**src/rtl/rf_arb_pkg.sv**
```systemverilog
// Shared types and constants for the register-file write arbiter and its
// late-return FIFO.
package rf_arb_pkg;

    localparam int REG_ADDR_W = 5;
    localparam int XLEN       = 32;
    localparam int NUM_REGS   = 32;

    localparam logic [REG_ADDR_W-1:0] LAST_REG = 5'(NUM_REGS - 1);

    typedef enum logic {INIT, RUN} state_e;

    typedef enum logic [2:0] {G_NONE, G_INIT, G_CORE, G_FIFO, G_DBG} grant_e;

    function automatic logic is_x0(input logic [REG_ADDR_W-1:0] addr);
        return addr == 5'd0;
    endfunction

endpackage

```
**src/rtl/rf_late_fifo.sv**
```systemverilog
// Circular buffer holding late-return writes, with address lookup across all
// valid entries for read-after-write hazard detection.
module rf_late_fifo
    import rf_arb_pkg::*;
#(
    parameter int DEPTH = 4
) (
    input  logic                    clk,
    input  logic                    reset,
    input  logic                    push_i,
    input  logic [REG_ADDR_W-1:0]   push_addr_i,
    input  logic [XLEN-1:0]         push_data_i,
    input  logic                    pop_i,
    input  logic [REG_ADDR_W-1:0]   lookup1_i,
    input  logic [REG_ADDR_W-1:0]   lookup2_i,
    output logic [$clog2(DEPTH):0]  count_o,
    output logic [REG_ADDR_W-1:0]   head_addr_o,
    output logic [XLEN-1:0]         head_data_o,
    output logic                    match1_o,
    output logic                    match2_o
);

    localparam int AW = $clog2(DEPTH);

    logic [AW-1:0]          wr_ptr_q, wr_ptr_d;
    logic [AW-1:0]          rd_ptr_q, rd_ptr_d;
    logic [AW:0]            count_q, count_d;
    logic [REG_ADDR_W-1:0]  addr_mem_q [DEPTH];
    logic [XLEN-1:0]        data_mem_q [DEPTH];

    // Pointer and occupancy next-state; pointers wrap naturally at DEPTH.
    always_comb begin
        wr_ptr_d = wr_ptr_q;
        rd_ptr_d = rd_ptr_q;
        count_d  = count_q;
        if (push_i) begin
            wr_ptr_d = wr_ptr_q + AW'(1);
        end else begin
            wr_ptr_d = wr_ptr_q;
        end
        if (pop_i) begin
            rd_ptr_d = rd_ptr_q + AW'(1);
        end else begin
            rd_ptr_d = rd_ptr_q;
        end
        case ({push_i, pop_i})
            2'b10:   count_d = count_q + (AW+1)'(1);
            2'b01:   count_d = count_q - (AW+1)'(1);
            default: count_d = count_q;
        endcase
    end

    // Control state register.
    always_ff @(posedge clk or negedge reset) begin
        if (!reset) begin
            wr_ptr_q <= '0;
            rd_ptr_q <= '0;
            count_q  <= '0;
        end else begin
            wr_ptr_q <= wr_ptr_d;
            rd_ptr_q <= rd_ptr_d;
            count_q  <= count_d;
        end
    end

    // Entry storage; contents are only meaningful below count_q, so no reset.
    always_ff @(posedge clk) begin
        if (push_i) begin
            addr_mem_q[wr_ptr_q] <= push_addr_i;
            data_mem_q[wr_ptr_q] <= push_data_i;
        end
    end

    // Hazard lookup over every valid entry, head included even when popping.
    always_comb begin
        match1_o = 1'b0;
        match2_o = 1'b0;
        for (int i = 0; i < DEPTH; i++) begin
            match1_o = match1_o | (((AW+1)'(i) < count_q) &&
                                   (addr_mem_q[rd_ptr_q + AW'(i)] == lookup1_i));
            match2_o = match2_o | (((AW+1)'(i) < count_q) &&
                                   (addr_mem_q[rd_ptr_q + AW'(i)] == lookup2_i));
        end
    end

    assign count_o     = count_q;
    assign head_addr_o = addr_mem_q[rd_ptr_q];
    assign head_data_o = data_mem_q[rd_ptr_q];

endmodule

```
**src/rtl/rf_write_arbiter.sv**
```systemverilog
// Single register-file write port shared by core writeback, buffered late
// returns and debug; clears x1..x31 after reset before handing over.
module rf_write_arbiter
    import rf_arb_pkg::*;
#(
    parameter int DEPTH      = 4,
    parameter int STARVE_MAX = 8
) (
    input  logic                    clk,
    input  logic                    reset,
    input  logic                    core_wb_en,
    input  logic [4:0]              core_wb_addr,
    input  logic [31:0]             core_wb_data,
    input  logic                    late_valid,
    output logic                    late_ready,
    input  logic [4:0]              late_addr,
    input  logic [31:0]             late_data,
    input  logic                    dbg_valid,
    output logic                    dbg_ready,
    input  logic [4:0]              dbg_addr,
    input  logic [31:0]             dbg_data,
    input  logic [4:0]              rd_addr1,
    input  logic [4:0]              rd_addr2,
    output logic                    rd_hazard1,
    output logic                    rd_hazard2,
    output logic                    rf_wrt_en,
    output logic [4:0]              rf_wrt_addr,
    output logic [31:0]             rf_wrt_data,
    output logic                    init_busy,
    output logic [$clog2(DEPTH):0]  fifo_count
);

    localparam int CW = $clog2(DEPTH) + 1;
    localparam int SW = $clog2(STARVE_MAX + 1);

    state_e                 state_q, state_d;
    logic [REG_ADDR_W-1:0]  init_cnt_q, init_cnt_d;
    logic [SW-1:0]          starve_q, starve_d;
    grant_e                 grant_s;
    logic                   push_s, pop_s, dbg_req_s;
    logic [CW-1:0]          count_s;
    logic [REG_ADDR_W-1:0]  head_addr_s;
    logic [XLEN-1:0]        head_data_s;
    logic                   match1_s, match2_s;

    rf_late_fifo #(.DEPTH(DEPTH)) u_fifo (
        .clk         (clk),
        .reset       (reset),
        .push_i      (push_s),
        .push_addr_i (late_addr),
        .push_data_i (late_data),
        .pop_i       (pop_s),
        .lookup1_i   (rd_addr1),
        .lookup2_i   (rd_addr2),
        .count_o     (count_s),
        .head_addr_o (head_addr_s),
        .head_data_o (head_data_s),
        .match1_o    (match1_s),
        .match2_o    (match2_s)
    );

    // Debug to x0 needs no port cycle, so it never competes for a grant.
    assign dbg_req_s = dbg_valid && !is_x0(dbg_addr);

    // Next state, grant selection and handshakes.
    always_comb begin
        state_d    = state_q;
        init_cnt_d = init_cnt_q;
        grant_s    = G_NONE;
        late_ready = 1'b0;
        dbg_ready  = 1'b0;
        push_s     = 1'b0;
        pop_s      = 1'b0;
        case (state_q)
            INIT: begin
                grant_s    = G_INIT;
                init_cnt_d = init_cnt_q + 5'd1;
                if (init_cnt_q == LAST_REG) begin
                    state_d = RUN;
                end else begin
                    state_d = INIT;
                end
            end
            RUN: begin
                late_ready = count_s < CW'(DEPTH);
                push_s     = late_valid && late_ready && !is_x0(late_addr);
                if (core_wb_en && !is_x0(core_wb_addr)) begin
                    grant_s = G_CORE;
                end else if (dbg_req_s && (starve_q == SW'(STARVE_MAX))) begin
                    grant_s = G_DBG;
                end else if (count_s != CW'(0)) begin
                    grant_s = G_FIFO;
                end else if (dbg_req_s) begin
                    grant_s = G_DBG;
                end else begin
                    grant_s = G_NONE;
                end
                pop_s     = grant_s == G_FIFO;
                dbg_ready = (grant_s == G_DBG) || (dbg_valid && is_x0(dbg_addr));
            end
            default: state_d = INIT;
        endcase
    end

    // Starvation counter: counts debug losses, saturating at promotion level.
    always_comb begin
        starve_d = starve_q;
        if (!dbg_valid || dbg_ready) begin
            starve_d = SW'(0);
        end else if (starve_q != SW'(STARVE_MAX)) begin
            starve_d = starve_q + SW'(1);
        end else begin
            starve_d = starve_q;
        end
    end

    // Write-port mux driven by the winning source.
    always_comb begin
        rf_wrt_en   = 1'b0;
        rf_wrt_addr = 5'd0;
        rf_wrt_data = 32'd0;
        case (grant_s)
            G_INIT: begin
                rf_wrt_en   = 1'b1;
                rf_wrt_addr = init_cnt_q;
            end
            G_CORE: begin
                rf_wrt_en   = 1'b1;
                rf_wrt_addr = core_wb_addr;
                rf_wrt_data = core_wb_data;
            end
            G_FIFO: begin
                rf_wrt_en   = 1'b1;
                rf_wrt_addr = head_addr_s;
                rf_wrt_data = head_data_s;
            end
            G_DBG: begin
                rf_wrt_en   = 1'b1;
                rf_wrt_addr = dbg_addr;
                rf_wrt_data = dbg_data;
            end
            default: begin
                rf_wrt_en   = 1'b0;
                rf_wrt_addr = 5'd0;
                rf_wrt_data = 32'd0;
            end
        endcase
    end

    // Arbiter state register.
    always_ff @(posedge clk or negedge reset) begin
        if (!reset) begin
            state_q    <= INIT;
            init_cnt_q <= 5'd1;
            starve_q   <= SW'(0);
        end else begin
            state_q    <= state_d;
            init_cnt_q <= init_cnt_d;
            starve_q   <= starve_d;
        end
    end

    assign rd_hazard1 = match1_s && !is_x0(rd_addr1);
    assign rd_hazard2 = match2_s && !is_x0(rd_addr2);
    assign init_busy  = state_q == INIT;
    assign fifo_count = count_s;

endmodule
```
**config.mk**
```make
export PLATFORM = sky130hd
export DESIGN_NAME = rf_write_arbiter
export DESIGN_NICKNAME = d
export VERILOG_FILES = /design/src/rtl/rf_arb_pkg.sv /design/src/rtl/rf_late_fifo.sv /design/src/rtl/rf_write_arbiter.sv
export SDC_FILE = /design/constraint.sdc
export NUM_CORES = 1
export LEC_CHECK = 0
export CAP_MARGIN = 20
export CORE_ASPECT_RATIO = 1.25
export CORE_MARGIN = 2
export CORE_UTILIZATION = 50
export CTS_BUF_LIST = sky130_fd_sc_hd__clkbuf_8
export DETAILED_ROUTE_END_ITERATION = 10
export DONT_BUFFER_PORTS = 1
export GPL_TIMING_DRIVEN = 0
export PLACE_DENSITY = 0.8
export SLEW_MARGIN = 20
export SYNTH_ARGS = -nofsm -noshare
export SYNTH_HDL_FRONTEND = slang
export SYNTH_HIERARCHICAL = 1
export SYNTH_SLANG_ARGS = --single-unit
```
**constraint.sdc**
```tcl
create_clock -name clk -period 2.5 [get_ports clk]
set_input_delay 0.5 -clock clk [delete_from_list [all_inputs] [get_ports clk]]
set_output_delay 0.5 -clock clk [all_outputs]
set_load 0.01 [all_outputs]
```
==> flow_summary.ini, run 1 <==
[floorplanning]
die_h_um = 146.2
die_w_um = 117.8
num_rows = 52
pin_count = 172
core_sq_um = 16010
die_area_sq_um = 17220
start_util = 0.5053

[sta]
tns_ns = -10.89
setup_viol = 39
slew_headroom = 0.4707
fin_worst_skew_ns = 0.01202
hold_viol = 0
worstMarginPinSlew_ns = 0.7913
period_needed_ns = 3.186
fin_crit_sh = 1.274
setup_slack_ns = -0.6857
max_freq_ghz = 0.3139
slew_violations = 0
rsz0062_at_grt = yes

[placement]
port_buffers = 0
hpwl_um = 13070
place_congestion = 0.8883
place_area_sq_um = 8399

[routing]
drt_first_pass_iters = 5
via_count = 5086
wl_um = 20780
first_iter_violations = 437
wl_per_cell_um = 25.49
ant_nets = 0
drc = 0
vias_per_cell = 6.240

[clock_tree]
cts_buffers = 17
root_buffer = clkbuf_8
clock-sinks = 165
clkTransAtPathRegs_ns = 0.09
htree_levels = 4
clk-insertion-delay-late_ns = 0.45
cts_tree = built
cts.path.max_buffers = 2

[worst_setup_path]
critPathMaxFanout = 6
crit_required_ns = 2.00
cp-start-kind = flip-flop
critPathKind = flip-flop to primary output
ff2ff_setup_slack_ns = 0.19
r2r_start = u_fifo/count_o[2]$_DFFE_PN0P_
cp-end-kind = primary output
cp-startpoint = u_fifo/rd_ptr_q[1]$_DFFE_PN0P_
critPathArrivalTime_ns = 2.69

[power_and_ir_drop]
power.leakage_uw = 0.003385
ir_worst_vdd_mv = 0.6503
switchingPower_uw = 3640
switching_share = 0.3427
p_int_uw = 6982
seqPwrFrac = 0.348
clkPwrFrac = 0.183
share_comb_of_total_power = 0.469
p_per_area_nw_per_um2 = 1097

[outcome]
status = finished, violations left
violations = negative setup slack

[global_route]
grt_antenna_before_repair = 2
track_usage = 0.2399
gr-total-overflow = 0
grt_pass1_vias = 5310
grt_pass1_wl_um = 30490
grt_max_degree = 20

[synthesis]
yosysWarnings = 6
synth_seq_area_share = 0.6023
ys_ff_latch = 165
ys_types = 46
synth_area_leaders = edfxtp_1, mux4_2, dfrtp_1
synth_largest_type_area_fraction = 0.5495
syn_avg_cell_area_sq_um = 15.43
yosysTopAreaCell = edfxtp_1
async_reset_ff_frac = 0.1030
synthCells = 524
synth-edff-count = 148
synthesis.area_sq_um = 8088
syn_nets = 662
synth_top_flop_cell = edfxtp_1

[layout]
fin_nets = 723
area_growth_pct = 19.68
fillCellCount = 1203
final_area_sq_um = 9679
drive_above_1_share = 0.3216

[flow_run]
cap_viol_max_count = 0

[min_path]
min_path_type = input port to flip-flop
min_from = late_data[23]
## metal layers
metal | part of all wire | wire (um) | track usage
met5 | 0.00053 | 11 | 0
met3 | 0.085 | 1758 | 0.07734
met4 | 0.033 | 695 | 0.1018
met2 | 0.52 | 10750 | 0.4134
met1 | 0.36 | 7561 | 0.2755
## stage by stage
stage	power (uW)	hold WS (ns)	setup slack (ns)	utilization	cells
2_1_floorplan	6600	0.2044	-0.01989	-	524
3_3_place_gp	7383	0.2048	-0.8893	0.5248	740
3_5_place_dp	7472	0.2049	-1.097	0.5248	740
4_1_cts	10320	0.1078	-0.6650	0.5880	804
5_1_grt	11080	0.1080	-0.7432	0.6046	814
6_report	10620	0.1393	-0.6857	0.6048	815
## kinds of logic after synthesis
logic type | count (synthesis) | synth area share
flops | 165 | 0.6023
simple gates | 98 | 0.06854
mux | 78 | 0.1493
compound gates | 65 | 0.06745
xor+xnor | 59 | 0.06482
buf+inv | 47 | 0.02908
fa+ha+maj | 12 | 0.01856
## timing repair
item	CTS	global route
endpoints found under the hold margin	17	0
pin swaps	28	20
hold buffers	1	0
cloned	8	3
gates resized for setup	82	43
setup buffers	26	9
setup endpoints to repair	191	40
## layout by cell type (no fill, tap or decap), types with 4 or more instances in the layout
master,instances
edfxtp_1,148
a221o_1,37
xnor2_1,37
and2_1,32
mux4_2,32
buf_4,27
xor2_1,20
clkbuf_8,18
mux2i_1,14
inv_1,13
mux2_2,13
nor2_1,12
buf_6,12
dfrtp_1,12
ha_1,11
buf_12,10
nor3_1,10
nand2_1,9
and2_4,8
mux2i_2,8
a21oi_1,7
clkbuf_1,6
o21ai_0,6
mux2i_4,6
inv_6,5
mux2_4,5
nor3_2,4
dfrtp_2,4
## path summary, 6_finish.rpt
kind	end	cells past startpoint
max	rd_hazard2	8
min	u_fifo/data_mem_q[0][23]$_DFFE_PP_	0
max reg2reg	u_fifo/count_o[2]$_DFFE_PN0P_	8
min reg2reg	init_cnt_q[0]$_DFFE_PN1N_	1
max in group asynchronous	u_fifo/count_o[0]$_DFFE_PN0P_	1
min in group asynchronous	u_fifo/wr_ptr_q[1]$_DFFE_PN0P_	1
## cell type report
cell class | count | area (sq um) | area share
inverter | 14 | 52.55 | 0.005429
clock inverter | 14 | 173.9 | 0.01797
multi-input combinational | 316 | 3281 | 0.3389
antenna | 2 | 5.005 | 0.0005171
clock buffer | 17 | 234.0 | 0.02417
timing repair buffer | 41 | 451.7 | 0.04666
sequential | 165 | 4876 | 0.5037
buffer | 30 | 335.3 | 0.03464
tap | 216 | 270.3 | 0.02792
## critical path: stages (launching register included)
cell and delay, ns:
dfrtp_2 0.43, buf_6 0.17, buf_12 0.13, mux2_2 0.35, xnor2_1 0.14, a31oi_1 0.26, nor3_2 0.08, or4_1 0.52
o21a_1 0.17
## power groups by stage
stage               sequential [uW]  combinational [uW]  clock (uW)
floorplan                      3660                2940           0
global placement               3710                3680           0
detailed placement             3740                3730           0
CTS                            3690                4650        1980
global route                   3730                5260        2080
finish                         3700                4980        1940
## state kept, by name (all words and copies together), names as in the netlist
signal	flops
starve_q	4
u_fifo/addr_mem_q	20
u_fifo/wr_ptr_q	2
u_fifo/rd_ptr_q	2
u_fifo/count_o	3
u_fifo/data_mem_q	128
state_q	1
init_cnt_q	5
## cells in the mapped netlist, types with 2 or more instances
library cell / n
xnor2_1: 37
dfrtp_1: 16
o21a_1: 2
and3_1: 3
nor3_1: 15
clkbuf_1: 16
buf_2: 8
xor2_1: 21
mux4_2: 32
buf_4: 2
a21oi_1: 9
o21ai_0: 8
a221o_1: 37
a31oi_1: 3
nor2b_1: 2
nand3_1: 3
inv_1: 14
and2_1: 36
buf_6: 4
nor4_1: 3
ha_1: 12
nand4_1: 3
or4_1: 4
mux2_2: 17
nand2_1: 9
nor2_1: 13
buf_1: 2
mux2i_1: 28
edfxtp_1: 148
Note: power is estimated with default switching activity, not from simulation.
==> run 2, diff against run 1 <==
Settings changed: CORE_MARGIN 2 to default, SKIP_CTS_REPAIR_TIMING from default to 1.
==> run 2 against run 1 <==
Net effect: the run still ends with negative setup slack left; largest cell class unchanged; largest power group unchanged; via count down 2.1%; sequential share of layout area fell by 0.31 points; total power is 2.3% lower; critical path type unchanged; critical endpoint unchanged.
==> flow_summary.ini, run 2 (synthesized netlist as in run 1, its figures left out) <==
[worst_setup_path]
path_buf_inv = 2
ff2ff_setup_slack_ns = 0.09
path_cells = buf_6, buf_4, mux2i_1, mux2_4, xor2_1, nand3_1, nor3_1, or4_1, o21a_1
cp_slowest_cell = or4_1
crit_required_ns = 2.00
crit_end = rd_hazard2
worstRegToRegCells = 12
cp-end-kind = primary output
cp.depth = 9
r2r_start = starve_q[1]$_DFFE_PN0P_
critPathArrivalTime_ns = 2.63
critPathKind = flip-flop to primary output
cp-startpoint = u_fifo/rd_ptr_q[1]$_DFFE_PN0P_
critPathMaxFanout = 5
r2r_end = u_fifo/count_o[2]$_DFFE_PN0P_
cpPeakStageDelay_ns = 0.52
cp-start-kind = flip-flop
critPathTopFamily = simple AND/OR/NAND/NOR gates

[sta]
rsz0062_at_grt = yes
period_needed_ns = 3.134
fin_crit_sh = 1.254
hold_viol = 0
holdWs_ns = 0.1407
slew_violations = 0
worstMarginPinSlew_ns = 0.7956
max_freq_ghz = 0.3191
fin_worst_skew_ns = 0.01363
setup_slack_ns = -0.6338
tns_ns = -14.27
setup_viol = 39
slew_headroom = 0.4678

[placement]
place_area_sq_um = 8394
place_congestion = 0.9423
hpwl_um = 13000
preCtsSetupSlack_ns = -1.065
port_buffers = 0
dp.cells = 736

[clock_tree]
cts_tree = built
htree_levels = 4
clk-insertion-delay-late_ns = 0.45
cts.path.max_buffers = 2
root_buffer = clkbuf_8
clock-sinks = 165
cts_buffers = 17
clkTransAtPathRegs_ns = 0.09

[floorplanning]
die_h_um = 144.2
pin_count = 172
num_rows = 51
die_w_um = 115.8
core_sq_um = 15700
start_util = 0.5152
die_area_sq_um = 16690

[layout]
diodes = 0
final_cell_mix = edfxtp_1, a221o_1, xnor2_1, and2_1, mux4_2
layout.cells.non_filler = 820
final_common_cell = edfxtp_1
drive_above_1_share = 0.3174
fin_nets = 733
largest_reg_flops = 128
reg_top3 = u_fifo/data_mem_q: 128 flops, u_fifo/addr_mem_q: 20 flops, init_cnt_q: 5 flops
final_area_sq_um = 9734
largest_register = u_fifo/data_mem_q
area_growth_pct = 20.36

[global_route]
track_usage = 0.2302
gr-total-overflow = 0
grt_pass1_wl_um = 27170
grt_max_degree = 38
grt_antenna_before_repair = 0
grt_pass1_vias = 5093

[power_and_ir_drop]
p_per_area_nw_per_um2 = 1066
power.leakage_uw = 0.003438
ir_worst_vdd_mv = 0.5993

[routing]
drc = 0
ant_nets = 0
via_count = 4977
vias_per_cell = 6.070
wl_um = 20190
drt_first_pass_iters = 5
first_iter_violations = 307
wl_per_cell_um = 24.62

[flow_run]
cap_viol_max_count = 0

[outcome]
violations = negative setup slack
status = finished, violations left

[min_path]
min_path_type = input port to flip-flop
[run 2: cell count changes in the layout (fill, tap and decap cells not counted), sizes merged]
cell | previous run | this run
buf | 57 | 62
clkbuf | 30 | 35
bufinv | 3 | 1
diode | 2 | 0
clkinv | 3 | 6
[run 2: how the worst min path moves through the flow]
stage | startpoint | endpoint | slack (ns) | depth (start not counted)
floorplan | reset | init_cnt_q[1]$_DFFE_PN0N_ | 0.20 | 0
global route | late_data[17] | u_fifo/data_mem_q[3][17]$_DFFE_PP_ | 0.1 | 0
detailed placement | reset | init_cnt_q[2]$_DFFE_PN0N_ | 0.20 | 0
global placement | reset | init_cnt_q[2]$_DFFE_PN0N_ | 0.20 | 0
CTS | reset | state_q$_DFF_PN0_ | -0.30 | 0
finish | late_data[15] | u_fifo/data_mem_q[1][15]$_DFFE_PP_ | 0.14 | 0
[run 2: per-layer routing]
layer,vias up,routed length [um],track usage
li1,2198,-,-
met1,2521,7538,0.2546
met2,233,10680,0.4179
met3,25,1616,0.06496
met4,0,352,0.08570
met5,-,0,0
[run 2: stage by stage]
stage / util / total power (uW)
global route: 0.6201 / 10850
detailed placement: 0.5348 / 7445
finish: 0.6201 / 10370
global placement: 0.5348 / 7373
CTS: 0.5589 / 9268
floorplan: - / 6600
[run 2: power by group]
| group | switching, uW | internal [uW] | leakage [uW] |
|---|---|---|---|
| registers | 222 | 3460 | 0.00156 |
| logic | 2360 | 2520 | 0.00169 |
| clock network | 1010 | 812 | 0.000196 |
[run 2: area by class of cell]
class,count,area (sq um)
Fill cell,1162,5963
Sequential cell,165,4873
Multi-Input combinational cell,316,3232
Timing Repair Buffer,51,620.6
Buffer,30,311.5
Tap cell,212,265.3
Clock buffer,17,234.0
Clock inverter,15,145.1
Inverter,14,52.55
